==> config.mk <==
export PLATFORM = sky130hd
export DESIGN_NAME = cond_unit
export DESIGN_NICKNAME = d
export VERILOG_FILES = /design/src/rtl/cond_unit.sv
export SDC_FILE = /design/constraint.sdc
export NUM_CORES = 1
export LEC_CHECK = 0
export ABC_AREA = 0
export CORE_ASPECT_RATIO = 1.1
export CORE_MARGIN = 3
export CORE_UTILIZATION = 45
export DETAILED_ROUTE_END_ITERATION = 10
export PLACE_DENSITY = 0.8
export SETUP_SLACK_MARGIN = 0.4
export SYNTH_ARGS = -nofsm -noshare
export SYNTH_HDL_FRONTEND = slang
export SYNTH_SLANG_ARGS = --single-unit
==> constraint.sdc <==
create_clock -name clk -period 2.8 [get_ports clk]
set_input_delay 0.56 -clock clk [delete_from_list [all_inputs] [get_ports clk]]
set_output_delay 0.56 -clock clk [all_outputs]
set_load 0.03 [all_outputs]
==> src/rtl/cond_unit.sv <==
// ARM-style conditional execution unit: evaluates the condition field against
// the architectural flags, latches the verdict, and gates PC/register/memory/flag writes.

module cond_check (
  input  logic [3:0] cond,
  input  logic [3:0] flags,
  output logic       pass
);
  logic n, z, c, v;
  assign {n, z, c, v} = flags;

  always_comb begin
    pass = 1'b0;
    case (cond)
      4'b0000: pass = z;
      4'b0001: pass = ~z;
      4'b0010: pass = c;
      4'b0011: pass = ~c;
      4'b0100: pass = n;
      4'b0101: pass = ~n;
      4'b0110: pass = v;
      4'b0111: pass = ~v;
      4'b1000: pass = c & ~z;
      4'b1001: pass = ~c | z;
      4'b1010: pass = ~(n ^ v);
      4'b1011: pass = n ^ v;
      4'b1100: pass = ~z & ~(n ^ v);
      4'b1101: pass = z | (n ^ v);
      4'b1110: pass = 1'b1;
      default: pass = 1'b0;  // 1111 is reserved: never execute
    endcase
  end
endmodule

module cond_unit (
  input  logic       clk,
  input  logic       reset,
  input  logic [3:0] Cond,
  input  logic [3:0] ALUFlags,
  input  logic [1:0] FlagW,
  input  logic       EvalEn,
  input  logic       PCS,
  input  logic       RegW,
  input  logic       MemW,
  input  logic       NoWrite,
  output logic       PCSrc,
  output logic       RegWrite,
  output logic       MemWrite,
  output logic       CondEx,
  output logic [3:0] Flags
);
  logic cond_eval;
  logic cond_ex_r;

  // Evaluation always uses the registered flags, so a flag write in the same
  // cycle only affects the next evaluation.
  cond_check u_check (
    .cond  (Cond),
    .flags (Flags),
    .pass  (cond_eval)
  );

  // Outside the evaluation strobe, the latched verdict keeps gating the
  // remaining phases of a multicycle instruction.
  assign CondEx   = EvalEn ? cond_eval : cond_ex_r;
  assign PCSrc    = PCS  & CondEx;
  assign RegWrite = RegW & CondEx & ~NoWrite;
  assign MemWrite = MemW & CondEx;

  always_ff @(posedge clk or negedge reset) begin
    if (!reset)      cond_ex_r <= 1'b0;
    else if (EvalEn) cond_ex_r <= cond_eval;
  end

  always_ff @(posedge clk or negedge reset) begin
    if (!reset) begin
      Flags <= 4'b0000;
    end else begin
      if (FlagW[1] & CondEx) Flags[3:2] <= ALUFlags[3:2];
      if (FlagW[0] & CondEx) Flags[1:0] <= ALUFlags[1:0];
    end
  end
endmodule

==> results of run 1 <==
==> registers in the layout (all words and copies together) (netlist names) <==
name,count
cond_ex_r,1
Flags,4
==> kinds of logic after synthesis <==
group / after synthesis / synth area share [%]
AO/OA/AOI/OAI: 38 / 43.0
XOR/XNOR: 4 / 6.97
buffers and inverters: 7 / 9.93
flip-flops: 5 / 17.4
multiplexers: 1 / 1.39
AND/OR/NAND/NOR: 25 / 21.3
==> cell usage in the layout (no fill, tap or decap), drive strengths merged <==
cell / synthesis / layout
buf: 2 / 36
clkdlybuf4s50: 0 / 15
o211ai: 8 / 8
nand2: 6 / 6
a21boi: 6 / 6
clkbuf: 3 / 6
o21ai: 5 / 5
dfrtp: 5 / 5
and2: 5 / 5
and3: 4 / 4
a221oi: 4 / 4
a211oi: 4 / 4
a21oi: 3 / 3
xnor2: 3 / 3
inv: 2 / 2
or3: 2 / 2
o32a: 1 / 1
xor3: 1 / 1
nor3: 1 / 1
mux2i: 1 / 1
nand4b: 1 / 1
o31ai: 1 / 1
nand2b: 1 / 1
nor4bb: 1 / 1
a22oi: 1 / 1
a311o: 1 / 1
or2b: 1 / 1
o21a: 1 / 1
nand4: 1 / 1
nor2b: 1 / 1
a21o: 1 / 1
nand3b: 1 / 1
a211o: 1 / 1
o311ai: 1 / 1
dlygate4sd2: 0 / 1
==> worst max-delay path: cells and delay by family <==
family	cells	cell delay, ns
and+or+nand+nor	1	0.19
buffers and inverters	3	0.42
AOI/OAI and AO/OA	3	0.78
==> cell type report <==
cell class	count	area share, %
Sequential cell	5	10.3
Tap cell	16	1.58
Multi-Input combinational cell	68	48.3
Inverter	2	0.593
Clock buffer	4	2.08
Timing Repair Buffer	54	37.2
==> report_power, final <==
group          leakage, nW  internal (W)  switching [W]  total (W)
clock network       0.0150     0.0000546      0.0000409  0.0000955
registers           0.0517      0.000110      0.0000612   0.000171
logic                0.474      0.000417       0.000373   0.000791
==> worst paths after layout <==
kind	to	depth (start not counted)	from	slack, ns
worst min-delay path	Flags[1]	1	reset	0.52
worst max-delay path	CondEx	7	Cond[2]	0.28
min in group clk	Flags[1]	2	Flags[1]	0.75
worst max register to register	Flags[2]	7	Flags[3]	0.71
worst min register to register	Flags[1]	2	Flags[1]	0.75
max in group asynchronous	Flags[2]	1	reset	2.06
==> layer usage <==
layer / GRT usage (%) / vias up / wire [um]
met2: 53.5 / 71 / 1510
li1: - / 424 / -
met1: 33.9 / 437 / 1120
met4: 17.5 / 0 / 148
met5: 0 / - / 0
met3: 4.14 / 20 / 243
==> timing repair <==
item / 4_1_cts / 5_1_grt
setup buffers: 9 / 6
pin swaps: 7 / 6
hold buffers: 0 / 0
gates resized for setup: 34 / 10
endpoints found under the setup margin: 4 / 4
==> per-stage QoR <==
stage / total power [W] / hold WS, ns / instances
6_report: 0.00106 / 0.523 / 149
5_1_grt: 0.00111 / 0.523 / 149
4_1_cts: 0.000901 / 0.532 / 143
3_5_place_dp: 0.000713 / 0.722 / 130
3_3_place_gp: 0.000707 / 0.713 / 130
2_1_floorplan: 0.000518 / 0.264 / 80
==> flow_summary.yaml, run 1 <==
synthesis:
  synth_flop_cell: "dfrtp_1"
  syn_inst: 80
  synth.ff_latch_count: 5
  yosysUniqueCellTypes: 36
  synth_edf_count: 0
  yosysTopAreaCell: "dfrtp_1"
  synth_area_leaders: "dfrtp_1 17%, o211ai_1 8.4%, clkbuf_8 5.7%, a21boi_0 5.2%, a221oi_1 4.9%"
  yosysWarnings: 0
  synth.top_cell.area_share_pct: 17.4
  synthesis.area_um2: 718
  synthArstFlopShare_pct: 100
  postSynthAreaPerCell_um2: 8.98
  syn_nets: 97
  ys_top_cells_by_count: "8 x o211ai_1, 6 x nand2_1, 5 x a21boi_0, 5 x dfrtp_1, 5 x o21ai_0"
  ys_seq_area_share_pct: 17.4
  yosysMostFrequentCell: "o211ai_1"
layout:
  post-route-util_pct: 88.1
  fin_area_um2: 1260
  syn2layout_area_growth_pct: 76.1
  seq_area_um2: 130
  num-fill-cells: 80
  antennaDiodeCount: 0
  drive_gt1_share_pct: 49.6
  multiInputGateArea_um2: 611
  fin_nets: 151
sta:
  period_share_pct: 90.0
  setup_ws_ns: 0.281
  fmax_mhz: 397
  final.setup.tns_ns: 0
  maxSlewViolCount: 0
  fin_skew_ns: 0.00362
  worst_slew_pin_slew_ns: 0.440
  setup_violations: 0
  timing.final.hold_violations: 0
  fin_crit_ns: 2.52
  rsz0062_at_grt: "yes"
  relSlewSlack_pct: 70.5
drt:
  drc: 0
  wl_per_cell_um: 20.3
  vias_per_cell: 6.39
  dr.pass1.iters: 4
  drtAntennaViolNets: 0
  vias: 952
  drt_iter0_drc: 42
  postRouteWirelength_um: 3030
run:
  maxCapViolations: 0
critical_path:
  required_ns: 2.24
  slowest_delay_ns: 0.38
  crit_arrival_ns: 1.96
  cp_common_cell: "buf_6"
  crit_fanout: 4
  path_class: "primary input to output port"
  worst_setup_path_start_kind: "primary input"
  critical_path.cell_chain: "clkbuf_2, buf_6, a311o_1, and2_4, o21a_4, a21boi_4, buf_6"
  cp-end-kind: "output port"
  slowest_stage: "a311o_1"
floorplan:
  die_height_um: 47.9
  ios: 25
  die_w_um: 44.1
  core_um2: 1440
  num_rows: 14
  initial_utilization_pct: 50.0
  fp.dieArea_um2: 2110
power_and_ir_drop:
  p_leak_nw: 0.541
  p_per_area_nw_per_um2: 836
  ir_worst_vdd_uv: 708
clocking:
  clock_path_buffers: 2
  cts_inserted_buffers: 3
  cts.sinks: 5
  clock_latency_ns: 0.26
  root_buffer: "clkbuf_4"
  htreeDepth: 1
  cts_tree: "done"
  clk_pin_slew_ns: 0.05
global_routing:
  grt-ovfl-total: 0
  grt_max_degree: 9
  antenna_found_initial: 0
  grt_pass1_wl_um: 4430
  groute.usage.overall_pct: 29.7
  grt_pass1_vias: 921
placed_design:
  place.gp.congestion: 0.831
  dpl_cell_area_um2: 1040
  pre_cts_ws_ns: -0.186
  hpwlAfterDp_um: 1630
  numPortBuffers: 24
run_status:
  status: "finished clean"
min_path:
  min-delay-path-class: "primary input to asynchronous set/reset pin"
No activity file was read; power rests on OpenSTA's default activity.
==> inputs of run 2 (changes only) <==
--- a/config.mk
+++ b/config.mk
@@ -7,7 +7,7 @@
 export LEC_CHECK = 0
 export ABC_AREA = 0
 export CORE_ASPECT_RATIO = 1.1
-export CORE_MARGIN = 3
+export CORE_MARGIN = 5
 export CORE_UTILIZATION = 45
 export DETAILED_ROUTE_END_ITERATION = 10
 export PLACE_DENSITY = 0.8
==> run 2 against run 1 <==
- via count shrank 2.6%
- setup slack gained 0.021 ns
- flip-flop and latch count is the same
- first-iteration DRC count shrank 57%
- cell area shrank 1.3%
- global-route usage shrank 5.2 points
- clock skew shrank 0.0017 ns
- sequential power is essentially flat
- total power shrank 3.8%
- highest routed layer unchanged
==> flow_summary.yaml, run 2 (same netlist as run 1, synthesis figures left out) <==
run_status:
  status: "finished clean"
sta:
  relSlewSlack_pct: 68.8
  setup_ws_ns: 0.302
  setup_violations: 0
  fin_crit_ns: 2.50
  maxSlewViolCount: 0
  period_share_pct: 89.2
  worst_slew_pin_slew_ns: 0.465
  fin_skew_ns: 0.00193
  fmax_mhz: 400
  timing.final.hold_violations: 0
  final.setup.tns_ns: 0
  rsz0062_at_grt: "yes"
critical_path:
  crit_arrival_ns: 1.94
  crit_fanout: 6
  timing.reg2reg.setup_slack_ns: 0.86
  cp-startpoint: "Cond[0]"
  rr_worst_depth: 5
  worst_setup_path_start_kind: "primary input"
  path_class: "primary input to output port"
  reg2reg_to: "Flags[3]"
  required_ns: 2.24
  endpoint: "MemWrite"
  r2r_start: "Flags[0]"
  cp-end-kind: "output port"
layout:
  post-route-util_pct: 81.1
  drive_gt1_share_pct: 47.0
  largest_register_ffs: 4
  antennaDiodeCount: 0
  num-fill-cells: 100
  fin_area_um2: 1250
  reg_top3: "Flags (4), cond_ex_r (1)"
  top_register: "Flags"
  layout_common_cells: "24 x buf_4, 15 x clkdlybuf4s50_1, 8 x o211ai_1, 8 x buf_6"
  layout_commonest_cell: "buf_4"
  syn2layout_area_growth_pct: 73.9
  fin_nets: 150
placed_design:
  numPortBuffers: 24
  place.gp.congestion: 0.898
  hpwlAfterDp_um: 1620
  pre_cts_ws_ns: -0.143
  dpl_cell_area_um2: 1000
drt:
  drtAntennaViolNets: 0
  vias_per_cell: 6.22
  vias: 927
  wl_per_cell_um: 19.0
  postRouteWirelength_um: 2830
  dr.pass1.iters: 4
  drt_iter0_drc: 18
  drc: 0
global_routing:
  grt_pass1_vias: 990
  antenna_found_initial: 0
  groute.usage.overall_pct: 24.5
  grt_max_degree: 9
  grt-ovfl-total: 0
  grt_pass1_wl_um: 4310
floorplan:
  die_w_um: 48.1
  die_height_um: 51.9
  fp.dieArea_um2: 2500
  ios: 25
  initial_utilization_pct: 46.7
  num_rows: 15
  core_um2: 1540
clocking:
  clock_latency_ns: 0.24
  htreeDepth: 1
  ctsHoldBuffers: 0
  root_buffer: "clkbuf_4"
  cts.sinks: 5
  cts_tree: "done"
  clk_pin_slew_ns: 0.04
  cts_inserted_buffers: 3
  clock_path_buffers: 2
power_and_ir_drop:
  power.total_w: 0.00102
  ir_worst_vdd_uv: 636
  p_per_area_nw_per_um2: 815
  p_leak_nw: 0.529
run:
  maxCapViolations: 0
min_path:
  min-delay-path-class: "primary input to asynchronous set/reset pin"
## run 2: what timing repair did
| action | in CTS | in global routing |
|---|---|---|
| setup buffers | 13 | 6 |
| resized for setup | 33 | 7 |
| setup endpoints to repair | 4 | 4 |
| pin swaps | 11 | 6 |
## run 2: final cells by class
class                           instances  area [um^2]  share of cell area (%)
Sequential cell                         5          130                    10.4
Multi-Input combinational cell         68          594                    47.6
Inverter                                2         7.51                   0.601
Tap cell                               17         21.3                    1.70
Timing Repair Buffer                   53          469                    37.6
Clock buffer                            4         26.3                    2.10
## run 2: worst min-delay path by stage
stage,end
floorplan,Flags[0]
global placement,Flags[2]
detailed placement,Flags[2]
CTS,Flags[1]
global route,cond_ex_r
finish,cond_ex_r
## run 2: stage by stage
step,std cells,hold WS [ns]
4_1_cts,143,0.535
5_1_grt,149,0.537
3_3_place_gp,126,0.709
2_1_floorplan,80,0.264
6_report,149,0.533
3_5_place_dp,126,0.725
## run 2: where the power goes
part / switching [W] / internal, W / total, W
combinational: 0.000354 / 0.000409 / 0.000763
clock: 0.0000303 / 0.0000539 / 0.0000843
sequential: 0.0000593 / 0.000110 / 0.000170
total: 0.000444 / 0.000573 / 0.00102
## run 2: critical path, cell delays in order
cell	delay, ns
buf_2	0.16
inv_1	0.09
xnor2_1	0.24
o31ai_2	0.11
buf_4	0.16
a211oi_4	0.24
buf_6	0.17
a21oi_2	0.06
buf_6	0.13
## run 2: routing by layer
layer	vias to the layer above	part of all wire, %	track usage (%)	wire length (um)
li1	423	-	-	-
met1	453	37	23.6	1050
met2	42	54	45.8	1530
met3	9	6.2	7.27	176
met4	0	2.6	8.97	74
met5	-	0	0	0
==> inputs of run 3 (changes only) <==
--- a/config.mk
+++ b/config.mk
@@ -11,6 +11,7 @@
 export CORE_UTILIZATION = 45
 export DETAILED_ROUTE_END_ITERATION = 10
 export PLACE_DENSITY = 0.8
+export RECOVER_POWER = 25
 export SETUP_SLACK_MARGIN = 0.4
 export SYNTH_ARGS = -nofsm -noshare
 export SYNTH_HDL_FRONTEND = slang
==> run 3 against run 2 <==
- flip-flop and latch count unchanged
- setup slack unchanged
- non-clock buffer count unchanged
- global-route usage unchanged
- largest cell class unchanged
- highest routed layer unchanged
==> flow_summary.yaml, run 3 (same netlist as run 1, synthesis figures left out) <==
critical_path:
  r2r_start: "Flags[0]"
  required_ns: 2.24
  cp-end-kind: "output port"
  rr_worst_depth: 5
  worst_setup_path_start_kind: "primary input"
  path_class: "primary input to output port"
  timing.reg2reg.setup_slack_ns: 0.86
  crit_arrival_ns: 1.94
  reg2reg_to: "Flags[3]"
  crit_fanout: 6
power_and_ir_drop:
  p_leak_nw: 0.529
  ir_worst_vdd_uv: 636
  p_clk_share_pct: 8.3
  p_int_w: 0.000573
  p_sw_share_pct: 43.6
  p_comb_share_pct: 75.0
  p_seq_share_pct: 16.7
  p_sw_w: 0.000444
  p_per_area_nw_per_um2: 814
  power.total_w: 0.00102
drt:
  dr.pass1.iters: 4
  drtAntennaViolNets: 0
  wl_per_cell_um: 19.0
  vias: 927
  drt_iter0_drc: 18
  postRouteWirelength_um: 2830
  vias_per_cell: 6.22
  drc: 0
floorplan:
  initial_utilization_pct: 46.7
  num_rows: 15
  core_um2: 1540
  die_height_um: 51.9
  ios: 25
  die_w_um: 48.1
  fp.dieArea_um2: 2500
sta:
  maxSlewViolCount: 0
  timing.final.hold_violations: 0
  final.setup.tns_ns: 0
  period_share_pct: 89.2
  fin_skew_ns: 0.00193
  relSlewSlack_pct: 68.8
  worst_slew_pin_slew_ns: 0.465
  fmax_mhz: 400
  setup_violations: 0
  fin_crit_ns: 2.50
  rsz0062_at_grt: "yes"
global_routing:
  grt-ovfl-total: 0
  groute.usage.overall_pct: 24.5
  grt_pass1_wl_um: 4310
  grt_pass1_vias: 990
  grt_max_degree: 9
  antenna_found_initial: 0
layout:
  layout_common_cells: "24 x buf_4, 14 x clkdlybuf4s50_1, 8 x o211ai_1, 8 x buf_6"
  fin_area_um2: 1250
  num-fill-cells: 100
  drive_gt1_share_pct: 47.0
  syn2layout_area_growth_pct: 73.9
  top_register: "Flags"
  reg_top3: "Flags (4), cond_ex_r (1)"
  post-route-util_pct: 81.1
  largest_register_ffs: 4
  fin_nets: 150
  layout_commonest_cell: "buf_4"
  antennaDiodeCount: 0
placed_design:
  hpwlAfterDp_um: 1620
  dpl_cell_area_um2: 1000
  numPortBuffers: 24
  place.gp.congestion: 0.898
min_path:
  min-delay-path-class: "primary input to asynchronous set/reset pin"
clocking:
  ctsHoldBuffers: 0
  clock_latency_ns: 0.24
  cts_inserted_buffers: 3
  clock_path_buffers: 2
  cts_tree: "done"
  root_buffer: "clkbuf_4"
  clk_pin_slew_ns: 0.04
  cts.sinks: 5
  htreeDepth: 1
run_status:
  status: "finished clean"
run:
  maxCapViolations: 0
-- run 3: cell types whose count changed in the layout (fill, tap and decap cells not counted), sizes merged --
| cell | change |
|---|---|
| clkdlybuf4s50 | -1 |
| dlygate4sd3 | +1 |
-- run 3: metal layers --
metal	up-vias	track usage (%)	part of all wire, %
li1	423	-	-
met3	9	7.27	6.2
met5	-	0	0
met1	453	23.6	37
met4	0	8.97	2.6
met2	42	45.8	54
-- run 3: area by class of cell --
class / count / area [um^2] / area share, %
multi-input combinational: 68 / 594 / 47.6
sequential: 5 / 130 / 10.4
tap: 17 / 21.3 / 1.70
timing repair buffer: 53 / 469 / 37.6
clock buffer: 4 / 26.3 / 2.10
inverter: 2 / 7.51 / 0.601
-- run 3: metrics by stage --
| step | hold WS [ns] | worst slack [ns] | instances |
|---|---|---|---|
| finish | 0.603 | 0.302 | 149 |
| global route | 0.608 | 0.249 | 149 |
| CTS | 0.535 | 0.320 | 143 |
| detailed placement | 0.725 | -0.143 | 126 |
| global placement | 0.709 | -0.0994 | 126 |
| floorplan | 0.264 | 0.346 | 80 |
-- run 3: power by group through the flow --
stage	Sequential, W	Combinational [W]	Clock (W)
detailed placement	0.000171	0.000523	0
global placement	0.000170	0.000516	0
finish	0.000170	0.000763	0.0000843
global route	0.000175	0.000793	0.0000974
floorplan	0.000194	0.000324	0
CTS	0.000167	0.000662	0.0000872
-- run 3: worst max path at each step --
| stage | start | endpoint | slack (ns) | cells after the start |
|---|---|---|---|---|
| 3_3_place_gp | Cond[3] | CondEx | -0.1 | 8 |
| 6_report | Cond[0] | MemWrite | 0.30 | 9 |
| 2_1_floorplan | Flags[3] | MemWrite | 0.35 | 6 |
| 4_1_cts | Flags[3] | CondEx | 0.32 | 6 |
| 3_5_place_dp | Cond[3] | RegWrite | -0.14 | 8 |
| 5_1_grt | Cond[3] | RegWrite | 0.25 | 10 |
-- run 3: timing repair --
| action | 4_1_cts | 5_1_grt |
|---|---|---|
| cloned | 0 | 0 |
| pin swaps | 11 | 6 |
| resized for setup | 33 | 7 |
| endpoints found under the setup margin | 4 | 4 |
| buffers inserted | 13 | 6 |
-- run 3: worst max-delay path, stage by stage --
cell,delay (ns)
buf_2,0.16
inv_1,0.09
xnor2_1,0.24
o31ai_2,0.11
buf_4,0.16
a211oi_4,0.24
buf_6,0.17
a21oi_2,0.06
buf_6,0.13
